===== src/rtl/ocl_reg_bank.sv =====
`timescale 1ns/1ps
// ocl_reg_bank: AXI-Lite slave register bank on the OCL BAR0 path.
// Word-indexed map: ID, synchronised VDIP, VLED, free-running CYCLE,
// CONTROL (clears CYCLE) and full-width SCRATCH registers.
// AW and W are captured in independent one-entry buffers; a write commits
// the cycle after both are full, while the response is raised in that same
// cycle so the master sees bvalid one cycle after its last handshake.
module ocl_reg_bank #(
    parameter int                NUM_REGS = 16,
    parameter int                DATA_W   = 32,
    parameter int                ADDR_W   = 32,
    parameter int                VLED_W   = 16,
    parameter int                VDIP_W   = 16,
    parameter logic [DATA_W-1:0] ID_VALUE = '0
) (
    input  logic                clk_main_a0,
    input  logic                rst_main_n,

    input  logic                awvalid,
    output logic                awready,
    input  logic [ADDR_W-1:0]   awaddr,

    input  logic                wvalid,
    output logic                wready,
    input  logic [DATA_W-1:0]   wdata,
    input  logic [DATA_W/8-1:0] wstrb,

    output logic                bvalid,
    input  logic                bready,
    output logic [1:0]          bresp,

    input  logic                arvalid,
    output logic                arready,
    input  logic [ADDR_W-1:0]   araddr,

    output logic                rvalid,
    input  logic                rready,
    output logic [1:0]          rresp,
    output logic [DATA_W-1:0]   rdata,

    input  logic [VDIP_W-1:0]   vdip,
    output logic [VLED_W-1:0]   vled
);

    localparam int STRB_W = DATA_W / 8;
    localparam int LSB    = $clog2(STRB_W);
    localparam int IDX_W  = $clog2(NUM_REGS);

    localparam logic [1:0] RESP_OKAY   = 2'b00;
    localparam logic [1:0] RESP_SLVERR = 2'b10;
    localparam logic [1:0] RESP_DECERR = 2'b11;

    localparam logic [IDX_W-1:0] REG_ID    = IDX_W'(0);
    localparam logic [IDX_W-1:0] REG_VDIP  = IDX_W'(1);
    localparam logic [IDX_W-1:0] REG_VLED  = IDX_W'(2);
    localparam logic [IDX_W-1:0] REG_CYCLE = IDX_W'(3);
    localparam logic [IDX_W-1:0] REG_CTRL  = IDX_W'(4);

    // Write response for a decoded word index; RO registers reject writes.
    function automatic logic [1:0] wr_resp(input logic [IDX_W-1:0] idx, input logic oor);
        if (oor)
            return RESP_DECERR;
        else if (idx == REG_ID || idx == REG_VDIP || idx == REG_CYCLE)
            return RESP_SLVERR;
        else
            return RESP_OKAY;
    endfunction

    // ---------------------------------------------------------------
    // Address decode: byte-offset bits are dropped, any set bit above
    // the index field makes the access out of range.
    // ---------------------------------------------------------------
    logic [IDX_W-1:0] awaddr_idx, araddr_idx;
    logic             awaddr_oor, araddr_oor;
    logic             unused_addr_bits;

    assign awaddr_idx       = awaddr[LSB +: IDX_W];
    assign araddr_idx       = araddr[LSB +: IDX_W];
    assign awaddr_oor       = |awaddr[ADDR_W-1:LSB+IDX_W];
    assign araddr_oor       = |araddr[ADDR_W-1:LSB+IDX_W];
    assign unused_addr_bits = ^{awaddr[LSB-1:0], araddr[LSB-1:0]};

    // ---------------------------------------------------------------
    // State
    // ---------------------------------------------------------------
    logic                alive;
    logic                aw_full, w_full;
    logic [IDX_W-1:0]    aw_idx;
    logic                aw_oor;
    logic [DATA_W-1:0]   w_data;
    logic [STRB_W-1:0]   w_strb;

    logic [VDIP_W-1:0]   vdip_s1, vdip_s2;
    logic [VLED_W-1:0]   vled_reg;
    logic [DATA_W-1:0]   cycle_cnt;
    logic [DATA_W-1:0]   scratch [NUM_REGS];

    logic aw_hs, w_hs, ar_hs, b_hs, r_hs;
    logic wr_go, wr_ok, b_set, cyc_clr;
    logic [IDX_W-1:0]  pend_idx;
    logic              pend_oor;
    logic [DATA_W-1:0] wmask, vled_ext, vdip_ext, vled_new, rd_val;

    assign awready = alive & ~aw_full & ~bvalid;
    assign wready  = alive & ~w_full  & ~bvalid;
    assign arready = alive & ~rvalid;

    assign aw_hs = awvalid & awready;
    assign w_hs  = wvalid  & wready;
    assign ar_hs = arvalid & arready;
    assign b_hs  = bvalid  & bready;
    assign r_hs  = rvalid  & rready;

    // Both halves present: commit this cycle and release the buffers.
    assign wr_go = aw_full & w_full;
    assign wr_ok = (wr_resp(aw_idx, aw_oor) == RESP_OKAY);

    // The response is raised on the last of the two handshakes, so its
    // address may still be on the bus rather than in the buffer.
    assign pend_idx = aw_full ? aw_idx : awaddr_idx;
    assign pend_oor = aw_full ? aw_oor : awaddr_oor;
    assign b_set    = ~bvalid & ((aw_hs & (w_full | w_hs)) | (w_hs & aw_full));

    assign cyc_clr = wr_go & wr_ok & (aw_idx == REG_CTRL) & w_strb[0] & w_data[0];

    // Byte-enable expansion and zero-extended views of the narrow registers.
    always_comb begin
        wmask    = '0;
        vled_ext = '0;
        vdip_ext = '0;
        for (int b = 0; b < STRB_W; b++)
            wmask[8*b +: 8] = {8{w_strb[b]}};
        vled_ext[VLED_W-1:0] = vled_reg;
        vdip_ext[VDIP_W-1:0] = vdip_s2;
        vled_new = (vled_ext & ~wmask) | (w_data & wmask);
    end

    // Readys stay low until the first edge after reset release.
    always_ff @(posedge clk_main_a0 or negedge rst_main_n) begin
        if (!rst_main_n)
            alive <= 1'b0;
        else
            alive <= 1'b1;
    end

    // Write-address holding register.
    always_ff @(posedge clk_main_a0 or negedge rst_main_n) begin
        if (!rst_main_n) begin
            aw_full <= 1'b0;
            aw_idx  <= '0;
            aw_oor  <= 1'b0;
        end else if (aw_hs) begin
            aw_full <= 1'b1;
            aw_idx  <= awaddr_idx;
            aw_oor  <= awaddr_oor;
        end else if (wr_go) begin
            aw_full <= 1'b0;
        end
    end

    // Write-data holding register.
    always_ff @(posedge clk_main_a0 or negedge rst_main_n) begin
        if (!rst_main_n) begin
            w_full <= 1'b0;
            w_data <= '0;
            w_strb <= '0;
        end else if (w_hs) begin
            w_full <= 1'b1;
            w_data <= wdata;
            w_strb <= wstrb;
        end else if (wr_go) begin
            w_full <= 1'b0;
        end
    end

    // Write response channel; bresp holds until the bready handshake.
    always_ff @(posedge clk_main_a0 or negedge rst_main_n) begin
        if (!rst_main_n) begin
            bvalid <= 1'b0;
            bresp  <= RESP_OKAY;
        end else if (b_set) begin
            bvalid <= 1'b1;
            bresp  <= wr_resp(pend_idx, pend_oor);
        end else if (b_hs) begin
            bvalid <= 1'b0;
        end
    end

    // Writable registers: VLED (low bits only) and SCRATCH, byte-masked.
    always_ff @(posedge clk_main_a0 or negedge rst_main_n) begin
        if (!rst_main_n) begin
            vled_reg <= '0;
            for (int i = 0; i < NUM_REGS; i++)
                scratch[i] <= '0;
        end else if (wr_go && wr_ok) begin
            if (aw_idx == REG_VLED)
                vled_reg <= vled_new[VLED_W-1:0];
            for (int i = 5; i < NUM_REGS; i++)
                if (aw_idx == IDX_W'(i))
                    scratch[i] <= (scratch[i] & ~wmask) | (w_data & wmask);
        end
    end

    // Free-running cycle counter; a CONTROL clear beats the increment.
    always_ff @(posedge clk_main_a0 or negedge rst_main_n) begin
        if (!rst_main_n)
            cycle_cnt <= '0;
        else if (cyc_clr)
            cycle_cnt <= '0;
        else
            cycle_cnt <= cycle_cnt + DATA_W'(1);
    end

    // Two-flop synchroniser for the asynchronous DIP input.
    always_ff @(posedge clk_main_a0 or negedge rst_main_n) begin
        if (!rst_main_n) begin
            vdip_s1 <= '0;
            vdip_s2 <= '0;
        end else begin
            vdip_s1 <= vdip;
            vdip_s2 <= vdip_s1;
        end
    end

    // Registered LED output, one cycle behind the VLED register.
    always_ff @(posedge clk_main_a0 or negedge rst_main_n) begin
        if (!rst_main_n)
            vled <= '0;
        else
            vled <= vled_reg;
    end

    // Read mux on the live read address; out of range reads as zero.
    always_comb begin
        rd_val = '0;
        if (!araddr_oor) begin
            case (araddr_idx)
                REG_ID:    rd_val = ID_VALUE;
                REG_VDIP:  rd_val = vdip_ext;
                REG_VLED:  rd_val = vled_ext;
                REG_CYCLE: rd_val = cycle_cnt;
                REG_CTRL:  rd_val = '0;
                default:   rd_val = scratch[araddr_idx];
            endcase
        end
    end

    // Read data channel: captured at the AR handshake, held until rready.
    always_ff @(posedge clk_main_a0 or negedge rst_main_n) begin
        if (!rst_main_n) begin
            rvalid <= 1'b0;
            rresp  <= RESP_OKAY;
            rdata  <= '0;
        end else if (ar_hs) begin
            rvalid <= 1'b1;
            rresp  <= araddr_oor ? RESP_DECERR : RESP_OKAY;
            rdata  <= rd_val;
        end else if (r_hs) begin
            rvalid <= 1'b0;
        end
    end

endmodule


===== config.mk =====
export PLATFORM = sky130hd
export DESIGN_NAME = ocl_reg_bank
export DESIGN_NICKNAME = d
export VERILOG_FILES = /design/src/rtl/ocl_reg_bank.sv
export SDC_FILE = /design/constraint.sdc
export NUM_CORES = 1
export LEC_CHECK = 0
export CAP_MARGIN = 15
export CORE_ASPECT_RATIO = 1.4
export CORE_UTILIZATION = 55
export CTS_BUF_LIST = sky130_fd_sc_hd__clkbuf_4 sky130_fd_sc_hd__clkbuf_8
export CTS_CLUSTER_DIAMETER = 150
export DETAILED_ROUTE_END_ITERATION = 8
export PLACE_DENSITY = 0.77
export SLEW_MARGIN = 20
export SYNTH_ARGS = -nofsm -noshare
export SYNTH_HDL_FRONTEND = slang
export SYNTH_SLANG_ARGS = --single-unit

===== constraint.sdc =====
create_clock -name clk_main_a0 -period 2.11 [get_ports clk_main_a0]
set_input_delay 0.211 -clock clk_main_a0 [delete_from_list [all_inputs] [get_ports clk_main_a0]]
set_output_delay 0.211 -clock clk_main_a0 [all_outputs]
set_load 0.02 [all_outputs]

**Yosys cells after proc, flatten, opt, wreduce, memory -nomap -nowiden**

Index checks and enable logic that the tools add are counted.

- Flip-flop bits (word level): 530
- Output and inout port bits: 57
- Logic and storage cells: 150

- Add/subtract/negate cells: 1
- $lt $le $gt $ge: 1
- Equal/unequal tests: 21
- Mux-type cells: 20
- Bitwise operators: 51
- Reduce and logical (&&, ||, !) cells: 28

Operator list:

| operator | number |
|---|---|
| bitwise AND 32 bit | 12 |
| OR 32 bit | 11 |
| binary-select mux 32 bit (select 4 bit) | 1 |
| two-way mux 32 bit | 4 |
| case mux 32 bit (4 select lines) | 1 |
| OR reduction 26 bit | 2 |
| adder 32 x 1 -> 32 bit (second input constant) | 1 |
| equality test 4 bit (second input constant) | 8 |
| NOT 32 bit | 1 |
| AND reduction 2 bit | 12 |
| equality test 4 x 2 -> 1 bit (second input constant) | 5 |
| equality test 4 x 3 -> 1 bit (second input constant) | 5 |
| bitwise AND 1 bit | 18 |
| bitwise AND 16 bit | 1 |
| OR 16 bit | 1 |
| equality test 4 x 1 -> 1 bit (second input constant) | 3 |
| logical NOT 4 bit | 3 |
| two-way mux 2 bit | 5 |
| two-way mux 1 bit | 8 |
| nonzero test 2 bit | 4 |
| >= comparator 5 bit (second input constant) | 1 |
| NOT 4 -> 5 bit | 1 |
| logical OR 1 bit | 4 |
| two-way mux 4 bit | 1 |
| 5 further kinds | 9 |

**Logic depth before layout (Yosys ltp)**

Gate-level depths: netlist of run 1.

- Depth in word-level cells: 11
- Gate-level depth with buffers: 8
- Mapped depth without buffers: 5

**Worst setup path after synthesis of run 1**

OpenSTA, ideal clock, no wires.

- Kind: reg-to-reg
- Start: register bvalid
- End: register w_data[0]
- Library setup time: 125 ps
- Arrival: 2051 ps
- Data required time: 1985 ps
- Slack: -66 ps
- Cell stages (with the launch flop): 7
- Buffers on the path: 2
- Path through: dfrtp_1 > nand2b_1 > nor2_1 > and2_1 > clkbuf_1 > buf_2 > mux2_2

- Cells in the longest elaborated chain, start to end: 3

RTL lines:

| what | RTL line | RTL |
|---|---|---|
| from (decl) | 28 | `output logic bvalid,` |
| from (signal assigned) | 179 | `bvalid <= 1'b0;` |
| from (signal assigned) | 182 | `bvalid <= 1'b1;` |
| from (signal assigned) | 185 | `bvalid <= 1'b0;` |
| NOT 1 bit | 105 | `assign wready = alive & ~w_full & ~bvalid;` |
| bitwise AND 1 bit | 105 |  |
| via wready | 24 | `output logic wready,` |
| bitwise AND 1 bit | 109 | `assign w_hs = wvalid & wready;` |
| to (signal assigned) | 169 | `w_data <= wdata;` |
| to (decl) | 90 | `logic [DATA_W-1:0] w_data;` |

The timed path passes the listed nets, and every way through them passes these cells.
A chain may end at the register's enable or synchronous reset.

**Worst setup path in the final report of run 1**

- Start: register cycle_cnt[1]
- End: register cycle_cnt[22]

- Cells in the longest elaborated chain, start to end: 2

RTL lines:

| what | RTL line | RTL |
|---|---|---|
| from (decl) | 95 | `logic [DATA_W-1:0] cycle_cnt;` |
| from (signal assigned) | 211 | `cycle_cnt <= cycle_cnt + DATA_W'(1);` |
| adder 32 x 1 -> 32 bit | 211 |  |
| two-way mux 32 bit | 208 | `else if (cyc_clr)` |

Every way passes these cells.

==> results of run 1 <==
critical path, cell delays in order (launching register included):
cell and delay (ns):
dfrtp_1 0.40, ha_2 0.23, nand4_1 0.13, or3_4 0.48
or4_1 0.53, a21oi_1 0.18
timing repair:
item,in CTS,in global routing
endpoints found under the hold margin,336,0
buffers inserted,0,4
setup endpoints to repair,2,8
pin swaps,0,1
resized for setup,2,6
hold buffers,17,0
routing by layer:
layer	global-route usage, %	vias up	part of all wire, %	wire, µm
li1	-	6935	-	-
met1	34.3	8194	38	23000
met2	48.4	542	52	30900
met3	5.15	177	4.8	2870
met4	16.6	0	5.2	3100
met5	0	-	0	0
area by class of cell:
class | instances | area share, %
Antenna cell | 2 | 0.0174
Inverter | 13 | 0.169
Clock buffer | 123 | 5.34
Timing Repair Buffer | 327 | 11.4
Clock inverter | 18 | 0.639
Sequential cell | 529 | 46.0
Tap cell | 546 | 2.37
Multi-Input combinational cell | 1059 | 34.1
stage by stage:
stage / TNS (ns) / worst slack, ns
after floorplan: 0 / 0.0391
after detailed placement: -2.92 / -0.236
after CTS: 0 / 0.0759
after global placement: -2.17 / -0.178
after global routing: -0.00461 / -0.00461
final: 0 / 0.0612
power groups by stage:
| stage | logic, mW | registers (mW) | clock network, mW |
|---|---|---|---|
| finish | 2.56 | 12.3 | 9.01 |
| global route | 2.76 | 12.4 | 9.60 |
| CTS | 2.57 | 12.2 | 9.17 |
| detailed placement | 2.53 | 12.4 | 0 |
| global placement | 2.47 | 12.3 | 0 |
| floorplan | 2.07 | 11.2 | 0 |
cell usage in the layout, fill, tap and decap left out, types with 9 or more instances in the layout:
master,synthesis,routed
nand3_1,29,28
nor2_1,37,36
nor4_1,14,14
o41ai_1,9,9
nor2_2,24,25
a2bb2oi_1,10,10
clkbuf_8,0,98
buf_12,0,27
o31ai_1,12,11
xnor2_1,9,9
inv_1,13,13
o21ai_0,36,36
clkbuf_4,0,25
o21a_1,11,11
nand2b_1,17,17
mux2i_1,78,78
dfrtp_1,529,529
or2_2,11,11
nand2_1,70,70
a32o_1,13,13
nand3b_1,11,11
a22o_1,13,13
dlygate4sd3_1,0,17
or4_1,15,15
mux4_2,52,52
a21oi_1,58,57
mux2_2,408,408
buf_4,3,108
o211ai_1,10,10
a221o_1,13,13
o22ai_1,12,12
clkdlybuf4s50_1,0,169
cells by family after synthesis:
kind of cell             count (synthesis)  share of synthesized area, %
multiplexers                           544                          28.0
flip-flops                             529                          56.1
AND/OR/NAND/NOR                        285                          6.71
AO/OA/AOI/OAI                          217                          6.33
buffers and inverters                  131                          2.34
XOR/XNOR                                11                         0.408
adder cells (fa/ha/maj)                  1                        0.0530
other                                    1                        0.0159
path summary, 6_finish.rpt:
kind | slack (ns) | cells past startpoint | endpoint | startpoint
max | 0.06 | 5 | cycle_cnt[22]$_DFF_PN0_ | cycle_cnt[1]$_DFF_PN0_
min | 0.09 | 2 | vdip_s2[13]$_DFF_PN0_ | rst_main_n
max reg2reg | 0.06 | 5 | cycle_cnt[22]$_DFF_PN0_ | cycle_cnt[1]$_DFF_PN0_
min reg2reg | 0.35 | 0 | vdip_s2[2]$_DFF_PN0_ | vdip_s1[2]$_DFF_PN0_
max in group asynchronous | 1.15 | 3 | rdata[6]$_DFFE_PN0P_ | rst_main_n
min in group clk_main_a0 | 0.14 | 2 | rvalid$_DFFE_PN0P_ | rready
==> metrics, run 1 <==
post-synthesis cell count=1,719; min cycle time layout=2.05 ns; largest net degree at the start of global routing=83; DP HPWL=41,000 µm; clk_skew=~0.027 ns; final core occ=around 68%; Iter 0 DRT Violations=around 890; Design Area, Final=28,800 µm²; max cap viols=0; class of the worst hold path=primary input to async pin; power density cells=827 nW/µm²; VDD IR max=around 0.0008 V; slew of the pin with the lowest slew margin=0.667 ns; Yosys top cell area share=56.1%; CTS Buf Count=82; detailed-route via count=15.8k; Root Driver=clkbuf_8; mapped cell area=approximately 24,000 µm²; worst-skew pair later-pin latency=0.67 ns; status=finished clean; Gate power share=10.7%; yosys warns=160; Final Cycle Share=a little over nine tenths; Final Wtd Congestion=0.867; clk sinks=roughly 530; Arr. time, crit path=2.62 ns; WHS=~0.094 ns; Cell Rows=89; area leader, netlist=dfrtp_1; clock power share=37.8%; Hold Fails Final Rpt=0; I/O Buffers=175; TritonCTS clock tree=built; 1st-pass router iterations=5; CP required=2.68 ns; Power Internal=around 17 mW; Post-Layout Cell Count=2,617; DIE HEIGHT=247 µm; first-pass GRT wire length=94,800 µm; DRT Wirelength=59,900 µm; share of layout cells above drive strength 1=38.4%; vias in the first global route=17.0k; CTS HTree Levels=3; DIE WIDTH=177 µm; Register Area=~13,000 µm²; post-synth cell types=60; # DRC=0; area of the multi-input gates=a little under 10,000 µm²; Pwr Total=about 24 mW; average wire per standard cell=22.9 µm; Core Region=roughly 42,000 µm²; EDFF count, synth=0; Synth top cells by count=dfrtp_1 (529), mux2_2 (408), clkbuf_1 (82); P&R area growth vs syn=22.0%; Crit Path Category=flop to flop; Final nets=roughly 2.1k; Die ar.=43,700 µm²; Final Slew Violations=0; DR vias/cell=6.06; initial core utilization=55.9%; gr usage total=28.7%; Worst-path clk slew=0.07 ns; top cells by area, synth=dfrtp_1 (56%), mux2_2 (19%), mux4_2 (5.0%), mux2i_1 (3.3%), clkbuf_1 (1.3%); share of total power in sequential cells=51.4%; Switching Fraction=28.6%; asr flop ratio synth=100%; P_leak=13.6 nW; Synth Flop Type=dfrtp_1; Mapped Nets=between 1.5k and 2k; crit end category=flop; initial antenna violation count=2; syn avg cell area=13.7 µm²; Max transition margin=55.5%; antenna viol nets, final=0; I/O pin cnt=180; post-synthesis sequential area ratio=56.1%; GR Overflow Total=0; Final setup viols=0; Fill cells=around 2.9k; placed cell area=26,900 µm²; Max Clock Freq=0.488 GHz; Net Switching=6.82 mW; Max clock buf depth=3; top-count cell post-synth=dfrtp_1; dpl cells=2,453; CP startpoint kind=flop; critical path fanouts, max=8; Yosys reg bits=529
Note: power is estimated with default switching activity, not from simulation.
==> run 2, diff against run 1 <==
--- a/config.mk
+++ b/config.mk
@@ -12,7 +12,6 @@
 export CTS_CLUSTER_DIAMETER = 150
 export DETAILED_ROUTE_END_ITERATION = 8
 export PLACE_DENSITY = 0.77
-export SLEW_MARGIN = 20
 export SYNTH_ARGS = -nofsm -noshare
 export SYNTH_HDL_FRONTEND = slang
 export SYNTH_SLANG_ARGS = --single-unit
==> results of run 2 <==
Final layout, timing and power as in run 1 (identical DEF).
==> run 3, diff against run 2 <==
--- a/config.mk
+++ b/config.mk
@@ -5,7 +5,7 @@
 export SDC_FILE = /design/constraint.sdc
 export NUM_CORES = 1
 export LEC_CHECK = 0
-export CAP_MARGIN = 15
+export CAP_MARGIN = 10
 export CORE_ASPECT_RATIO = 1.4
 export CORE_UTILIZATION = 55
 export CTS_BUF_LIST = sky130_fd_sc_hd__clkbuf_4 sky130_fd_sc_hd__clkbuf_8
==> results of run 3 <==
Final layout, timing and power as in run 1 (identical DEF).
